## src/rtl/tx_fir_mac.sv

```systemverilog
// -----------------------------------------------------------------------------
// tx_fir_mac
//
// Time-multiplexed transmit FIR stage. It shares one signed DW x DW multiplier
// across TAPS coefficients and accumulates the full-precision products. Each
// accepted input sample produces exactly one output sample. The output is
// rounded half up, shifted arithmetically by FRAC and saturated to DW bits.
//
// Operating sequence: IDLE -> MAC (TAPS cycles) -> OUT -> IDLE.
//
// Ports
//   clk        in   1     rising-edge clock
//   rst        in   1     synchronous, active-high reset
//   in_valid   in   1     in_data is valid
//   in_ready   out  1     block can accept a sample (IDLE and not in reset)
//   in_data    in   DW    input sample, signed Q3.13
//   coef_we    in   1     coefficient write strobe (honoured only in idle cycles
//                         that accept no sample)
//   coef_addr  in   KW    coefficient index
//   coef_data  in   DW    coefficient, signed Q3.13
//   out_valid  out  1     out_data is valid
//   out_ready  in   1     downstream accepts out_data
//   out_data   out  DW    filtered sample, signed Q3.13
//   dbg_state  out  2     current FSM state (IDLE=0, MAC=1, OUT=2)
//
// Handshake semantics (both sides): a transfer happens on a rising edge where
// valid and ready are both high. A producer holds valid and data stable until
// that transfer. Here, in_ready does not depend on in_valid. out_valid and
// out_data are registered and are held stable while out_ready is low.
// -----------------------------------------------------------------------------
module tx_fir_mac #(
  parameter int TAPS  = 8,
  parameter int DW    = 16,
  parameter int FRAC  = 13,
  parameter int ACC_W = 2 * DW + $clog2(TAPS),
  parameter int KW    = $clog2(TAPS)
) (
  input  logic          clk,
  input  logic          rst,
  input  logic          in_valid,
  output logic          in_ready,
  input  logic [DW-1:0] in_data,
  input  logic          coef_we,
  input  logic [KW-1:0] coef_addr,
  input  logic [DW-1:0] coef_data,
  output logic          out_valid,
  input  logic          out_ready,
  output logic [DW-1:0] out_data,
  output logic [1:0]    dbg_state
);

  typedef enum logic [1:0] {
    IDLE = 2'd0,
    MAC  = 2'd1,
    OUT  = 2'd2
  } state_t;

  localparam logic [KW-1:0]           K_LAST = KW'(TAPS - 1);
  localparam logic signed [ACC_W-1:0] RND_C  = ACC_W'(2 ** (FRAC - 1));
  // Saturation bounds sign-extended to accumulator width.
  localparam logic signed [ACC_W-1:0] SAT_MAX = {{(ACC_W-DW+1){1'b0}}, {(DW-1){1'b1}}};
  localparam logic signed [ACC_W-1:0] SAT_MIN = {{(ACC_W-DW+1){1'b1}}, {(DW-1){1'b0}}};

  state_t                   state_q, state_d;
  logic signed [DW-1:0]     x_q [TAPS];
  logic signed [DW-1:0]     c_q [TAPS];
  logic signed [ACC_W-1:0]  acc_q;
  logic [KW-1:0]            k_q;
  logic                     out_valid_q;
  logic [DW-1:0]            out_data_q;

  logic                     accept;
  logic                     coef_wr_en;
  logic                     mac_last;
  logic signed [2*DW-1:0]   prod;
  logic signed [ACC_W-1:0]  prod_ext;
  logic signed [ACC_W-1:0]  acc_sum;
  logic signed [ACC_W-1:0]  acc_rnd;
  logic signed [ACC_W-1:0]  acc_shr;
  logic [DW-1:0]            sat_val;

  // ---------------------------------------------------------------------------
  // Datapath: one shared multiplier, addressed by the tap counter.
  // ---------------------------------------------------------------------------
  always_comb begin
    prod     = x_q[k_q] * c_q[k_q];
    prod_ext = {{(ACC_W-2*DW){prod[2*DW-1]}}, prod};
    acc_sum  = acc_q + prod_ext;
    // The result is rounded and saturated from the final sum, so out_data can
    // be loaded on the same edge that leaves MAC.
    acc_rnd  = acc_sum + RND_C;
    acc_shr  = acc_rnd >>> FRAC;
    if (acc_shr > SAT_MAX) begin
      sat_val = {1'b0, {(DW-1){1'b1}}};
    end else if (acc_shr < SAT_MIN) begin
      sat_val = {1'b1, {(DW-1){1'b0}}};
    end else begin
      sat_val = acc_shr[DW-1:0];
    end
  end

  assign mac_last = (k_q == K_LAST);

  // ---------------------------------------------------------------------------
  // FSM next-state and handshake decode.
  // ---------------------------------------------------------------------------
  always_comb begin
    state_d    = state_q;
    accept     = 1'b0;
    coef_wr_en = 1'b0;
    // Held low during reset, whatever the state register holds.
    in_ready   = (state_q == IDLE) && !rst;
    case (state_q)
      IDLE: begin
        accept     = in_valid && in_ready;
        coef_wr_en = coef_we && !accept;
        if (accept) state_d = MAC;
      end
      MAC: begin
        if (mac_last) state_d = OUT;
      end
      OUT: begin
        if (out_ready) state_d = IDLE;
      end
      default: state_d = IDLE;
    endcase
  end

  // ---------------------------------------------------------------------------
  // State and datapath registers.
  // ---------------------------------------------------------------------------
  always_ff @(posedge clk) begin
    if (rst) begin
      state_q     <= IDLE;
      acc_q       <= '0;
      k_q         <= '0;
      out_valid_q <= 1'b0;
      out_data_q  <= '0;
      for (int i = 0; i < TAPS; i++) begin
        x_q[i] <= '0;
        c_q[i] <= '0;
      end
    end else begin
      state_q <= state_d;

      if (accept) begin
        for (int i = TAPS - 1; i > 0; i--) begin
          x_q[i] <= x_q[i-1];
        end
        x_q[0] <= in_data;
        acc_q  <= '0;
        k_q    <= '0;
      end

      if (coef_wr_en) begin
        c_q[coef_addr] <= coef_data;
      end

      if (state_q == MAC) begin
        acc_q <= acc_sum;
        k_q   <= k_q + KW'(1);
        if (mac_last) begin
          out_valid_q <= 1'b1;
          out_data_q  <= sat_val;
        end
      end

      if ((state_q == OUT) && out_ready) begin
        out_valid_q <= 1'b0;
      end
    end
  end

  assign out_valid = out_valid_q;
  assign out_data  = out_data_q;
  assign dbg_state = state_q;

endmodule

```

## config.mk

```make
export PLATFORM = sky130hd
export DESIGN_NAME = tx_fir_mac
export DESIGN_NICKNAME = d
export VERILOG_FILES = /design/src/rtl/tx_fir_mac.sv
export SDC_FILE = /design/constraint.sdc
export NUM_CORES = 1
export LEC_CHECK = 0
export ABC_CLOCK_PERIOD_IN_PS = 11420
export CORE_MARGIN = 2
export CORE_UTILIZATION = 66
export DETAILED_ROUTE_END_ITERATION = 12
export DONT_BUFFER_PORTS = 1
export GPL_TIMING_DRIVEN = 0
export PLACE_DENSITY = 0.82
export SLEW_MARGIN = 20
export SYNTH_ARGS = -nofsm -noshare
export SYNTH_HDL_FRONTEND = slang
export SYNTH_SLANG_ARGS = --single-unit
export TNS_END_PERCENT = 50
```

## constraint.sdc

```tcl
create_clock -name clk -period 11.42 [get_ports clk]
set_input_delay 2.284 -clock clk [delete_from_list [all_inputs] [get_ports clk]]
set_output_delay 2.284 -clock clk [all_outputs]
set_load 0.05 [all_outputs]
```

==> results of run 1 <==
tightest hold or removal path, stage by stage, from the launching register on:
cell	delay, ns
sky130_fd_sc_hd__dfxtp_1	0.31
sky130_fd_sc_hd__nand3_1	0.06
sky130_fd_sc_hd__a21oi_1	0.06
synth_stat cells, drive strengths merged (3+ instances only):
cell type  count
fa           310
nor2b          6
o221ai         4
nand2b        10
a211oi         8
mux4          64
mux2          23
a21o          10
nand2        209
o211a          4
a211o          3
nor3          18
and2         137
or3            3
nor2         177
buf           26
a21oi         72
nand3         41
o311ai        15
and3         133
nor4           4
xnor2         36
or2           14
a221oi         5
nor3b          3
nand4          9
o21ai         27
edfxtp       256
clkbuf        79
ha           107
nand3b         3
o211ai        11
a31oi         12
mux2i         26
xor2          15
o21a           5
inv          372
dfxtp         60
cell type report:
| cell class | count | area [um^2] |
|---|---|---|
| clock inverters | 18 | 206 |
| flip-flops and latches | 316 | 8890 |
| well taps | 518 | 648 |
| clock buffers | 45 | 943 |
| fillers | 2649 | 10900 |
| multi-input cells | 1550 | 15300 |
| inverters | 372 | 1400 |
| plain buffers | 105 | 434 |
| repair buffers | 3 | 62.6 |
timing repair:
action,4_1_cts,5_1_grt
gates resized for setup,5,17
endpoints found under the setup margin,10,16
pin swaps,0,0
registers in the layout, summed over array words and instances (netlist names), named ones only:
name / flops
x_q: 128
k_q: 3
acc_q: 35
c_q: 128
out_data: 16
dbg_state: 2
out_valid: 1
worst paths after layout:
kind,to,slack [ns],depth (start not counted)
min,acc_q[15],0.48,2
max,out_data[13],0.67,29
min reg2reg,acc_q[15],0.48,2
max reg2reg,out_data[13],0.67,29
routing by layer:
metal / vias up / wire [um] / global-route usage (%)
met3: 187 / 5230 / 5.58
li1: 7852 / - / -
met1: 8918 / 25500 / 43.8
met5: - / 0 / 0
met4: 0 / 3170 / 15.3
met2: 886 / 32400 / 56.6
metrics by stage:
stage / setup WS [ns] / hold WS [ns] / std cells / setup TNS, ns
detailed placement: -0.0333 / 0.472 / 2864 / -0.0915
global route: 0.152 / 0.509 / 2927 / 0
global placement: 0.209 / 0.458 / 2861 / 0
CTS: 0.146 / 0.483 / 2927 / 0
finish: 0.670 / 0.481 / 2927 / 0
floorplan: 2.38 / 0.448 / 2343 / 0
kinds of logic (layout without fill, tap and decap cells):
family	count (synthesis)	in the layout	share of synthesized area [%]
compound gates	192	192	5.07
xor+xnor	51	51	1.78
fa+ha+maj	417	417	29.1
buf+inv	477	543	6.98
flops	316	316	34.3
mux	113	113	7.57
simple gates	777	777	15.2
==> flow_metrics.tcl, run 1 <==
set metrics [dict create \
    fp.dieArea_um2 40900 \
    number_of_input_and_output_port_buffers_inserted 0 \
    final_layout_size_suffix_gt1_share_pct 8.51 \
    hold_class "reg2reg" \
    grt_pass1_vias 19010 \
    antenna_violations_before_repair 0 \
    synth_top_cell_by_area "sky130_fd_sc_hd__edfxtp_1" \
    synth_area_leaders "sky130_fd_sc_hd__edfxtp_1 (30%), sky130_fd_sc_hd__fa_1 (24%), sky130_fd_sc_hd__mux4_2 (5.6%), sky130_fd_sc_hd__inv_1 (5.4%), sky130_fd_sc_hd__ha_1 (5.2%)" \
    finish.instance_area_um2 27900 \
    start_kind "register" \
    total_clock_buffers_created_by_cts 35 \
    grt_pass1_wl_mm 105 \
    setup.worst_path.class "reg2reg" \
    relSlewSlack_pct 18.9 \
    placedInstanceArea_um2 26600 \
    ys_types 76 \
    num_antenna_cells 0 \
    avgRoutedWirePerCell_um 22.7 \
    max_cap_viol_count 0 \
    core-area_um2 38700 \
    timing.final.crit_period_ns 10.75 \
    cts.reportedPaths.clkPinSlew_ns 0.06 \
    drt_first_iter_violations 1639 \
    timing.critical_path.arrival_ns 11.15 \
    worst_path_most_repeated_cell "sky130_fd_sc_hd__fa_1" \
    start_util_pct 66.9 \
    hold_violations 0 \
    postSynth.asyncResetShare_pct 0 \
    finish.utilization_pct 71.9 \
    grt_setup_unrepaired "false" \
    slew_violations 0 \
    final.setup_skew_ns 0.0137 \
    cpMaxStageDelayCell "sky130_fd_sc_hd__fa_1" \
    place_congestion 0.989 \
    gr-usage-all-layers_pct 33.8 \
    synth.ff_latch_count 316 \
    synth.top_cell.area_share_pct 29.7 \
    clockBufferDepth 3 \
    layout.cells.most_common_list "sky130_fd_sc_hd__inv_1 (372), sky130_fd_sc_hd__fa_1 (310), sky130_fd_sc_hd__edfxtp_1 (256)" \
    min-delay-start "acc_q[15]" \
    dp_hpwl_mm 52.2 \
    wirelength_mm 66.3 \
    synth_nets 2800 \
    timing.fmax_ghz 0.0930 \
    number_of_endpoints_failing_setup_at_the_final_stage 0 \
    clock_tree_from_tritoncts "done" \
    critPathBufInv 8 \
    seq_area_frac_synth_pct 34.3 \
    tightest_slew_ns 1.18 \
    syn_to_final_growth_pct 7.50 \
    detail_route.drc_violations 0 \
    vias_per_cell 6.10 \
    drt.antenna.violating_nets 0 \
    maximum_number_of_pins_on_one_net_before_global_route_repair 58 \
    final_common_cell "sky130_fd_sc_hd__inv_1" \
    postCtsHoldBufs 0 \
    required_ns 11.82 \
    synthesis.instances 2343 \
    critPathMaxStageDelay_ns 0.84 \
    ys.flop_type "sky130_fd_sc_hd__edfxtp_1" \
    row_count 72 \
    global_route.overflow_total 0 \
    worstSetupEndpointType "register" \
    synth_area_um2 25900 \
    cts.sinks 316 \
    ctsRootBufferMaster "sky130_fd_sc_hd__clkbuf_16" \
    crit_family "adder cells" \
    route.vias.total 17843 \
    num-nets-final 2840 \
    cp_max_fo 10 \
    status "finished clean" \
    fp.dieH_um 202 \
    period_share_pct 94.1 \
    cts_max_level 2 \
    cts_post_setup_buffers_inserted 0 \
    clock_insertion_delay_worst_skew_ns 0.56 \
    average_cell_area_after_synthesis_um2 11.1 \
    die_width_um 202 \
    top_level_i_o_count 60 \
    drt_first_pass_iters 6 \
    edff_count_synth 256 \
    synthesis.yosys.warnings 0 \
]
Power of run 1 is not shown: default switching activity piles up to over one toggle a cycle in this logic, so the estimate is an artifact.
==> inputs of run 2 (changes only) <==
- ABC_CLOCK_PERIOD_IN_PS: 11420 -> 12230
- clock period: 11.42 -> 12.23 ns (I/O delays scaled with it)
==> run 2 against run 1 <==
Effect of this change: global-route usage hardly changed; critical endpoint unchanged; sequential cell count stayed put; design area shrank 0.19%; critical path depth is the same; core utilization is 0.14 points lower; worst hold slack better by 0.0012 ns; die area unchanged; critical path type unchanged; wire length hardly changed; sequential share of layout area is 0.060 points higher; cell count unchanged; via count barely moved; setup slack worse by 0.017 ns.
==> flow_metrics.tcl, run 2 (same netlist as run 1, synthesis figures left out) <==
set metrics [dict create \
    status "finished clean" \
    final.setup_skew_ns 0.0145 \
    cts_max_level 2 \
    cpMaxStageDelayCell "sky130_fd_sc_hd__mux2i_1" \
    clockBufferDepth 3 \
    drt.antenna.violating_nets 0 \
    setup.worst_path.class "reg2reg" \
    biggestRegsByFlops "c_q x128, x_q x128, acc_q x35" \
    hold_violations 0 \
    clock_insertion_delay_worst_skew_ns 0.56 \
    fp.dieH_um 202 \
    start_util_pct 66.9 \
    grt_pass1_vias 18973 \
    timing.final.crit_period_ns 11.58 \
    maximum_number_of_pins_on_one_net_before_global_route_repair 58 \
    grt_pass1_wl_mm 105 \
    cts_resized 0 \
    fp.dieArea_um2 40900 \
    row_count 72 \
    clock_tree_from_tritoncts "done" \
    layout.cells.most_common_list "sky130_fd_sc_hd__inv_1 (372), sky130_fd_sc_hd__fa_1 (310), sky130_fd_sc_hd__edfxtp_1 (256)" \
    grt_setup_unrepaired "false" \
    finish.instance_area_um2 27800 \
    ctsRootBufferMaster "sky130_fd_sc_hd__clkbuf_16" \
    detail_route.drc_violations 0 \
    worst_path_most_repeated_cell "sky130_fd_sc_hd__fa_1" \
    wirelength_mm 66.3 \
    place_congestion 0.989 \
    setup_total_negative_slack_ns 0 \
    number_of_input_and_output_port_buffers_inserted 0 \
    cts.reportedPaths.clkPinSlew_ns 0.06 \
    cp_max_fo 10 \
    number_of_endpoints_failing_setup_at_the_final_stage 0 \
    period_share_pct 94.7 \
    core-area_um2 38700 \
    route.vias.total 17854 \
    required_ns 12.63 \
    tightest_slew_ns 1.15 \
    hold_class "reg2reg" \
    final_common_cell "sky130_fd_sc_hd__inv_1" \
    top_level_i_o_count 60 \
    antenna_violations_before_repair 0 \
    placedInstanceArea_um2 26600 \
    gr-usage-all-layers_pct 33.8 \
    die_width_um 202 \
    postCtsHoldBufs 0 \
    num-nets-final 2840 \
    relSlewSlack_pct 21.1 \
    layout.filler_cells 2652 \
    final_layout_size_suffix_gt1_share_pct 7.89 \
    regToRegSetupSlack_ns 0.65 \
    worst_r2r_endpoint "out_data[13]" \
    drt_first_iter_violations 1718 \
    timing.critical_path.arrival_ns 11.98 \
    worstSetupEndpointType "register" \
    drt_first_pass_iters 5 \
    avgRoutedWirePerCell_um 22.7 \
    num_antenna_cells 0 \
    total_clock_buffers_created_by_cts 35 \
    start_kind "register" \
    cts.sinks 316 \
    timing.fmax_ghz 0.0864 \
    critPathMaxStageDelay_ns 0.86 \
    vias_per_cell 6.10 \
    cts_post_setup_buffers_inserted 0 \
    max_cap_viol_count 0 \
    syn_to_final_growth_pct 7.30 \
    timing.reg2reg.worst_path_depth 29 \
    timing_endpoint_of_the_critical_path "out_data[13]" \
    global_route.overflow_total 0 \
    slew_violations 0 \
    dp_hpwl_mm 52.2 \
]
-- run 2: area by class of cell --
class / count / area (um^2) / area share [%]
plain buffers: 105 / 413 / 1.49
clock buffers: 45 / 943 / 3.39
clock inverters: 18 / 206 / 0.743
inverters: 372 / 1400 / 5.02
multi-input cells: 1550 / 15200 / 54.8
flip-flops and latches: 316 / 8890 / 32.0
well taps: 518 / 648 / 2.33
repair buffers: 3 / 62.6 / 0.225
-- run 2: worst min-delay path by stage --
stage / start / slack (ns) / cells after the start / end
2_1_floorplan: acc_q[11] / 0.45 / 2 / acc_q[11]
3_3_place_gp: acc_q[15] / 0.46 / 2 / acc_q[15]
3_5_place_dp: acc_q[2] / 0.47 / 2 / acc_q[2]
4_1_cts: acc_q[15] / 0.48 / 2 / acc_q[15]
5_1_grt: acc_q[15] / 0.51 / 2 / acc_q[15]
6_report: acc_q[15] / 0.48 / 2 / acc_q[15]
-- run 2: per-layer routing --
metal  wire (um)  vias up  share of wire, %  track usage [%]
met5           0        -                 0                0
met4        3150        0               4.8             15.1
met3        5010      181               7.6             5.58
met2       32500      885                49             56.6
met1       25700     8933                39             43.9
li1            -     7855                 -                -
-- run 2: critical path: cells and delay by family, from the launching register on --
kind,cells,cell delay (ns)
AO/OA/AOI/OAI,5,1.35
XOR/XNOR,2,0.81
adder cells (fa/ha/maj),7,3.40
buffers and inverters,8,2.38
flip-flops,1,0.38
multiplexers,2,1.52
AND/OR/NAND/NOR,5,1.55
-- run 2: through the flow --
stage	worst slack, ns	instances	hold slack, ns	utilization [%]
final	0.653	2927	0.482	71.8
after global routing	0.00820	2927	0.509	71.8
after CTS	0.713	2927	0.483	71.7
after detailed placement	0.777	2864	0.472	68.8
after global placement	1.02	2861	0.458	68.6
after floorplan	3.19	2343	0.448	-
Power of run 2 is left out for the same reason.
==> inputs of run 3 (changes only) <==
- SETUP_SLACK_MARGIN: not set -> 0.02
==> run 3 against run 2 <==
Effect of this change: global-route usage did not move; die area did not move; design area barely moved; worst hold slack did not move; maximum frequency barely moved; non-clock buffer count did not move; cell count did not move; first-iteration DRC count rose by 1.7%.
==> flow_metrics.tcl, run 3 (same netlist as run 1, synthesis figures left out) <==
set metrics [dict create \
    slew_violations 0 \
    critPathMaxStageDelay_ns 0.84 \
    grt_setup_unrepaired "false" \
    cts.reportedPaths.clkPinSlew_ns 0.06 \
    hold_class "reg2reg" \
    core-area_um2 38700 \
    global_route.overflow_total 0 \
    regToRegSetupSlack_ns 0.65 \
    max_cap_viol_count 0 \
    worst_path_most_repeated_cell "sky130_fd_sc_hd__fa_1" \
    drt_first_iter_violations 1747 \
    gr-usage-all-layers_pct 33.8 \
    cts_max_level 2 \
    cts_resized 0 \
    place_congestion 0.989 \
    cp_max_fo 10 \
    clock_insertion_delay_worst_skew_ns 0.56 \
    maximum_number_of_pins_on_one_net_before_global_route_repair 58 \
    final-instance-count-excl-fill 2927 \
    final_common_cell "sky130_fd_sc_hd__inv_1" \
    dp_hpwl_mm 52.2 \
    final.setup_skew_ns 0.0141 \
    route.vias.total 17857 \
    biggestRegsByFlops "c_q x128, x_q x128, acc_q x35" \
    vias_per_cell 6.10 \
    drt_first_pass_iters 5 \
    total_clock_buffers_created_by_cts 35 \
    placed_cells 2864 \
    status "finished clean" \
    setup_total_negative_slack_ns 0 \
    detailed_route_wirelength_on_metal2_mm 32.4 \
    wirelength_mm 66.3 \
    clock_tree_from_tritoncts "done" \
    row_count 72 \
    start_util_pct 66.9 \
    required_ns 12.63 \
    antenna_violations_before_repair 0 \
    number_of_input_and_output_port_buffers_inserted 0 \
    fp.dieH_um 202 \
    timing.final.crit_period_ns 11.58 \
    timing.fmax_ghz 0.0864 \
    clockBufferDepth 3 \
    wl_met3_mm 5.11 \
    wl_met1_mm 25.7 \
    detail_route.drc_violations 0 \
    avgRoutedWirePerCell_um 22.7 \
    period_share_pct 94.7 \
    ctsRootBufferMaster "sky130_fd_sc_hd__clkbuf_16" \
    highest-signal-layer "met4" \
    setup.worst_path.class "reg2reg" \
    syn_to_final_growth_pct 7.33 \
    cts.sinks 316 \
    cpMaxStageDelayCell "sky130_fd_sc_hd__clkdlybuf4s15_1" \
    fp.dieArea_um2 40900 \
    layout.cells.most_common_list "sky130_fd_sc_hd__inv_1 (372), sky130_fd_sc_hd__fa_1 (310), sky130_fd_sc_hd__edfxtp_1 (256)" \
    final_layout_size_suffix_gt1_share_pct 7.93 \
    worstSetupEndpointType "register" \
    top_level_i_o_count 60 \
    number_of_endpoints_failing_setup_at_the_final_stage 0 \
    cts_post_setup_buffers_inserted 0 \
    layout.filler_cells 2653 \
    timing.critical_path.arrival_ns 11.98 \
    grt_pass1_wl_mm 105 \
    tightest_slew_ns 1.17 \
    drt.antenna.violating_nets 0 \
    num_antenna_cells 0 \
    num-nets-final 2840 \
    relSlewSlack_pct 19.8 \
    hold_violations 0 \
    die_width_um 202 \
    postCtsHoldBufs 0 \
    start_kind "register" \
    grt_pass1_vias 18973 \
]
run 3: cell count changes in the layout (fill, tap and decap cells not counted):
cell	delta
sky130_fd_sc_hd__buf_1	-2
sky130_fd_sc_hd__clkbuf_2	+1
sky130_fd_sc_hd__clkdlybuf4s15_1	+1
run 3: area by class of cell:
cell class                      count  area [um^2]  area share, %
Buffer                            105          420           1.51
Clock buffer                       45          943           3.39
Clock inverter                     18          206          0.742
Inverter                          372         1400           5.02
Multi-Input combinational cell   1550        15200           54.8
Sequential cell                   316         8890           32.0
Tap cell                          518          648           2.33
Timing Repair Buffer                3         62.6          0.225
run 3: path summary, 6_finish.rpt:
check | from | end | cells after the start
worst max register to register | register | out_data[13] | 29
worst min-delay path | acc_q[15] | acc_q[15] | 2
worst min register to register | acc_q[15] | acc_q[15] | 2
worst max-delay path | register | out_data[13] | 29
run 3: per-layer routing:
metal / GRT usage, % / vias to the layer above
met4: 15.1 / 0
met3: 5.58 / 170
met5: 0 / -
met1: 43.9 / 8944
met2: 56.6 / 885
li1: - / 7858
run 3: stage by stage:
stage	worst slack (ns)	hold slack [ns]	cell area, um^2	util (%)
5_1_grt	0.0286	0.509	27800	71.8
3_3_place_gp	1.02	0.458	26600	68.6
6_report	0.649	0.482	27800	71.8
3_5_place_dp	0.777	0.472	26600	68.8
4_1_cts	0.713	0.483	27800	71.7
2_1_floorplan	3.19	0.448	25900	-
run 3: worst max-delay path, delay by kind of cell, from the launching register on:
kind                       cells  cell delay (ns)
AOI/OAI and AO/OA              5             1.35
xor gates and xnor gates       2             0.81
adders and majority gates      7             3.43
buffers and inverters          8             2.40
DFF                            1             0.38
muxes                          2             1.46
and+or+nand+nor                5             1.56
Power of run 3 is left out for the same reason.
